<file path="config.mk">
export PLATFORM = sky130hd
export DESIGN_NAME = cic_decim_mc
export DESIGN_NICKNAME = d
export VERILOG_FILES = /design/src/rtl/cic_decim_mc.sv
export SDC_FILE = /design/constraint.sdc
export NUM_CORES = 2
export LEC_CHECK = 0
export CORE_MARGIN = 5
export CORE_UTILIZATION = 35
export CTS_BUF_LIST = sky130_fd_sc_hd__clkbuf_4
export CTS_CLUSTER_DIAMETER = 120
export DETAILED_ROUTE_END_ITERATION = 16
export GPL_TIMING_DRIVEN = 0
export PLACE_DENSITY_LB_ADDON = 0.05
export SLEW_MARGIN = 40
export SYNTH_ARGS = -nofsm -noshare
export SYNTH_HDL_FRONTEND = slang
export SYNTH_SLANG_ARGS = --single-unit
</file>
<file path="constraint.sdc">
create_clock -name clk -period 12.04 [get_ports clk]
set_input_delay 1.204 -clock clk [delete_from_list [all_inputs] [get_ports clk]]
set_output_delay 1.204 -clock clk [all_outputs]
set_load 0.1 [all_outputs]
</file>
<file path="src/rtl/cic_decim_mc.sv">
// cic_decim_mc: multichannel CIC decimator with per-channel integrators and one shared time-multiplexed comb engine
module cic_decim_mc #(
    parameter int CH         = 4,
    parameter int ORDER      = 4,
    parameter int DIFF_DELAY = 1,
    parameter int RMAX       = 1024,
    parameter int RATE_W     = 16,
    parameter int OUT_W      = 32,
    localparam int ACC_W     = ORDER * $clog2(RMAX * DIFF_DELAY) + 2,
    localparam int CHW       = (CH > 1) ? $clog2(CH) : 1
) (
    input  logic                    clk,
    input  logic                    rst,
    input  logic [CH-1:0]           din,
    input  logic                    din_valid,
    input  logic [RATE_W-1:0]       rate,
    input  logic                    rate_we,
    output logic signed [OUT_W-1:0] out,
    output logic [CHW-1:0]          out_ch,
    output logic                    out_valid,
    input  logic                    out_ready,
    output logic                    overrun
);
    localparam int CW = $clog2(RMAX) + 1;
    localparam int SW = (ORDER > 1) ? $clog2(ORDER) : 1;
    localparam int WW = $clog2(ORDER + 1);

    typedef enum logic [1:0] {IDLE, COMB, OUT} state_t;

    state_t                  state;
    logic [CW-1:0]           r, cnt, r_new;
    logic                    tick;
    logic signed [ACC_W-1:0] last [CH];
    logic signed [ACC_W-1:0] snap [CH];
    logic signed [ACC_W-1:0] dly [CH][ORDER][DIFF_DELAY];
    logic signed [ACC_W-1:0] x, cur, y;
    logic signed [OUT_W-1:0] scaled;
    logic [CHW-1:0]          ch;
    logic [SW-1:0]           stage;
    logic [WW-1:0]           warm;

    assign r_new = (rate < RATE_W'(2)) ? CW'(2) : (32'(rate) > RMAX) ? CW'(RMAX) : CW'(rate);
    assign tick  = din_valid && !rate_we && cnt == r - CW'(1);

    // Integrator chains: each stage adds the freshly updated value of the stage before it,
    // so a tick snapshot sees the whole cascade including the current input sample.
    for (genvar c = 0; c < CH; c++) begin : chn
        for (genvar k = 0; k < ORDER; k++) begin : stg
            logic signed [ACC_W-1:0] acc, sum;
            if (k == 0) begin : g_in
                assign sum = acc + (din[c] ? ACC_W'(1) : '1);
            end else begin : g_up
                assign sum = acc + stg[k-1].sum;
            end
            // Wrapping accumulate on every PDM enable; flushed by reset or a rate load.
            always_ff @(posedge clk) begin
                if (rst || rate_we) acc <= '0;
                else if (din_valid) acc <= sum;
            end
        end
        assign last[c] = stg[ORDER-1].sum;
    end

    assign cur = (stage == '0) ? snap[ch] : x;
    assign y   = cur - dly[ch][stage][DIFF_DELAY-1];

    if (ACC_W <= OUT_W) begin : g_ext
        assign scaled = OUT_W'(y);
    end else begin : g_trunc
        assign scaled = y[ACC_W-1 -: OUT_W];
    end

    // Rate register and decimation counter.
    always_ff @(posedge clk) begin
        if (rst) begin
            r   <= CW'(2);
            cnt <= '0;
        end else if (rate_we) begin
            r   <= r_new;
            cnt <= '0;
        end else if (din_valid) begin
            cnt <= tick ? '0 : cnt + 1'b1;
        end
    end

    // Comb engine: one comb stage per cycle per channel, then hold the result until accepted.
    always_ff @(posedge clk) begin
        if (rst || rate_we) begin
            state     <= IDLE;
            ch        <= '0;
            stage     <= '0;
            x         <= '0;
            warm      <= WW'(ORDER);
            out       <= '0;
            out_ch    <= '0;
            out_valid <= 1'b0;
            overrun   <= 1'b0;
            for (int c = 0; c < CH; c++) begin
                snap[c] <= '0;
                for (int k = 0; k < ORDER; k++)
                    for (int i = 0; i < DIFF_DELAY; i++)
                        dly[c][k][i] <= '0;
            end
        end else begin
            if (tick && state != IDLE) overrun <= 1'b1;
            case (state)
                IDLE: if (tick) begin
                    for (int c = 0; c < CH; c++) snap[c] <= last[c];
                    ch    <= '0;
                    stage <= '0;
                    state <= COMB;
                end
                COMB: begin
                    dly[ch][stage][0] <= cur;
                    for (int i = 1; i < DIFF_DELAY; i++) dly[ch][stage][i] <= dly[ch][stage][i-1];
                    x     <= y;
                    stage <= stage + 1'b1;
                    if (stage == SW'(ORDER - 1)) begin
                        stage <= '0;
                        if (warm == '0) begin
                            state     <= OUT;
                            out_valid <= 1'b1;
                            out       <= scaled;
                            out_ch    <= ch;
                        end else if (ch == CHW'(CH - 1)) begin
                            state <= IDLE;
                            warm  <= warm - 1'b1;
                        end else begin
                            ch <= ch + 1'b1;
                        end
                    end
                end
                OUT: if (out_ready) begin
                    out_valid <= 1'b0;
                    if (ch == CHW'(CH - 1)) begin
                        state <= IDLE;
                    end else begin
                        ch    <= ch + 1'b1;
                        state <= COMB;
                    end
                end
                default: state <= IDLE;
            endcase
        end
    end
endmodule

</file>
==> qor.yml <==
number_of_standard_cells_in_the_layout_taps_in_and_fillers_out: 14500
max-vdd-ir-drop_uv: 81.1
cts.repair_timing.setup_buffer_count: 0
firstDrtPassIters: 5
wl_um: 362000
stdcell_area_mm2: 0.111
worst-endpoint-required_ns: 13.26
fin_crit_ns: 10.67
dpl.hpwl_um: 273000
top_area_cells_in_the_synthesized_netlist: "sky130_fd_sc_hd__edfxtp_1 26%, sky130_fd_sc_hd__dfxtp_1 16%, sky130_fd_sc_hd__ha_1 9.4%, sky130_fd_sc_hd__nor2_1 6.8%, sky130_fd_sc_hd__mux2i_1 6.4%"
cts.sink_count: 1623
antenna_found_initial: 24
worstMarginPinSlew_ns: 0.948
numCtsBuffers: 473
final_hold_viol_count: 0
synthesis.nets: 10600
cpLargestDelayFamily: "compound AO/OA/AOI/OAI gates"
placement.cell_area_mm2: 0.105
global_route.peak_usage_layer: "met2"
dr_total_vias: 78500
core_footprint_mm2: 0.279
cap_viol_max_count: 0
critical_path.max_stage_delay_ns: 0.77
initial_utilization_pct: 35.1
die_width_um: 539
top_cell_type_by_total_area_after_synthesis: "sky130_fd_sc_hd__edfxtp_1"
cp_max_stage_cell: "sky130_fd_sc_hd__clkdlybuf4s50_1"
static-leakage-power_nw: 48.2
fp.dieArea_mm2: 0.291
crit_buf_inv: 3
overflow: 0
max_slew_margin_pct: 36.8
gp_routability_congestion: 0.894
cts-root-to-sink-buffers: 4
path_max_fanout: 13
final_core_utilization_pct: 39.9
synthesis.area_mm2: 0.0980
layout.filler_cells: 27900
crit_cells: 41
power_per_standard_cell_area_mw_per_mm2: 170
fin_tns_setup_ns: 0
num_io_pins: 61
fmaxAchievable_mhz: 93.7
h-tree-depth: 5
worstHoldPathType: "register to register"
die-height_um: 539
gr-usage-met1_pct: 32.1
worst-endpoint-arrival_ns: 11.90
grt_start_max_net_pins: 42
routed_wire_length_per_instance_um: 25.0
drtIter0Drc: 5967
count_of_placed_standard_cells_including_taps: 13600
vias_per_cell: 5.42
area_growth_syn_to_layout_pct: 13.5
depth_of_the_worst_register_to_register_path: 40
endpoint_kind_of_the_worst_setup_timing_path: "register"
postCtsResizedCells: 0
holdPathStages: 2
first_pass_grt_wire_length_um: 522000
power_mw: 18.9
synth.avg_cell_area_um2: 10.0
postSynthCellCount: 9782
synth_top_flop_cell: "sky130_fd_sc_hd__edfxtp_1"
drc: 0
grt_pass1_vias: 77300
count_of_port_buffers_added_during_placement: 59
clk_pin_slew_ns: 0.07
synth-edff-count: 840
setup_viol_count_final: 0
tot_gr_track_use_pct: 24.0
unrepaired_setup_endpoints_after_global_routing: "no"
cts_tree: "built"
cts_hold_buffers: 0
run_status: "finished, final reports clean"
crit_path_start_kind: "input port"
synth_top_area_share_pct: 25.7
fraction_of_final_layout_cells_sized_beyond_drive_strength_1_pct: 13.5
synth-seq-cells: 1623
timing.setup.critical_path_class: "input port to register"
number_of_max_slew_violations_in_the_final_report: 0
clk_root_buffer_cell: "sky130_fd_sc_hd__clkbuf_4"
ys_types: 99
multi_input_area_mm2: 0.0547
rows: 194
synth-warning-count: 0
final-seq-area_mm2: 0.0409
clock_skew_ns: 0.163
gr-usage-met3_pct: 3.90
grt.met2_usage_pct: 39.6
async_reset_ff_share_pct: 0
synth-seq-area-share_pct: 41.7
layout.nets: 11200
finalCritPeriodShare_pct: 88.6
postRouteAntennaNets: 0
worst_skew_pair.late_latency_ns: 1.47
## cell usage after synthesis, drive strengths merged, types with 15 or more instances
library cell and number:
a31o 25, a31oi 64, o211ai 32, o31ai 31
nor4 19, o21ai 322, dfxtp 783, fa 17
mux4 252, mux2i 626, o41ai 16, and4 21
a211oi 79, edfxtp 840, xor2 203, a21boi 24
and3 77, nor3 119, buf 85, a21oi 637
nand2b 82, nor2b 101, o21a 114, and2 32
a211o 15, nand4 74, ha 736, nor2 1784
inv 307, nand3 153, nor3b 106, xnor2 475
a21o 410, or3 34, clkbuf 343, o21bai 108
a221oi 17, nand2 415, or2 23
## final timing paths
check	start	to	slack (ns)
hold reg to reg	out[21]	out[21]	0.45
hold / removal	out[21]	out[21]	0.45
setup reg to reg	chn[0].stg[0].acc[0]	snap[0][40]	1.80
setup / recovery	din[0]	snap[0][40]	1.37
## cells in the final DEF, fill, tap and decap left out, types with 25 or more instances in the layout
cell,n
sky130_fd_sc_hd__a21oi_1,634
sky130_fd_sc_hd__mux2i_1,599
sky130_fd_sc_hd__nand3_1,152
sky130_fd_sc_hd__o21a_1,114
sky130_fd_sc_hd__xnor2_1,474
sky130_fd_sc_hd__edfxtp_1,840
sky130_fd_sc_hd__nor2_1,1783
sky130_fd_sc_hd__clkbuf_4,741
sky130_fd_sc_hd__a21o_1,408
sky130_fd_sc_hd__clkinv_1,93
sky130_fd_sc_hd__or3_1,34
sky130_fd_sc_hd__and3_1,76
sky130_fd_sc_hd__o211ai_1,32
sky130_fd_sc_hd__clkbuf_2,145
sky130_fd_sc_hd__nor3_1,116
sky130_fd_sc_hd__and2_1,31
sky130_fd_sc_hd__buf_2,76
sky130_fd_sc_hd__mux4_2,252
sky130_fd_sc_hd__buf_1,37
sky130_fd_sc_hd__o31ai_1,31
sky130_fd_sc_hd__xor2_1,203
sky130_fd_sc_hd__nor2b_1,100
sky130_fd_sc_hd__nand2_1,398
sky130_fd_sc_hd__dfxtp_1,783
sky130_fd_sc_hd__o21ai_0,313
sky130_fd_sc_hd__clkbuf_1,202
sky130_fd_sc_hd__nor3b_1,106
sky130_fd_sc_hd__buf_16,25
sky130_fd_sc_hd__a31oi_1,64
sky130_fd_sc_hd__ha_1,736
sky130_fd_sc_hd__a211oi_1,76
sky130_fd_sc_hd__nand4_1,74
sky130_fd_sc_hd__buf_12,29
sky130_fd_sc_hd__inv_1,302
sky130_fd_sc_hd__nand2b_1,82
sky130_fd_sc_hd__a31o_2,25
sky130_fd_sc_hd__mux2i_2,25
sky130_fd_sc_hd__o21bai_1,108
## cell type report
class,count,share of cell area (%)
multi-input combinational,7424,49.1
sequential,1623,36.7
clock buffer,738,4.98
tap,3724,4.19
buffer,428,1.67
timing repair buffer,122,1.60
inverter,307,1.04
clock inverter,123,0.654
antenna,7,0.0157
## metal layers
layer	share of wire (%)	vias to the layer above
li1	-	37100
met1	44	38500
met2	46	2358
met3	6.1	616
met4	3.5	8
met5	0.018	-
## tightest hold or removal path, delay by kind of cell (launching register included)
family	cells	cell delay, ns
compound gates	1	0.05
flops	1	0.30
simple gates	1	0.05
## kinds of logic (layout without fill, tap and decap cells)
group                      after synthesis  after routing  synth area share (%)
muxes                                  879            879                  12.2
adders and majority gates              753            753                  9.74
and+or+nand+nor                       3071           3071                  13.9
buffers and inverters                  735           1718                  2.82
other                                    0              7                     0
AOI/OAI and AO/OA                     2042           2042                  13.5
xor gates and xnor gates               679            679                  6.09
DFF                                   1623           1623                  41.7
## sequential cells by signal, indices dropped and copies added (netlist names), 3 cells and up, named ones only
register and flops:
snap 168, out 32, x 42, dly 672
cnt 11, warm 3, chn.stg.acc 672, r 11
## per-stage QoR
step / hold slack, ns / setup WS, ns
after floorplan: 0.444 / 2.30
after global placement: 0.448 / -1.22
after detailed placement: 0.446 / -0.122
after CTS: 0.276 / 1.44
after global routing: 0.443 / 0.733
final: 0.449 / 1.37
## power by group
group          internal, mW  switching [mW]
Combinational          2.62            4.39
Sequential             6.17           0.198
Clock                  2.90            2.65
Total                  11.7            7.25
(Power assumes the default switching activity.)
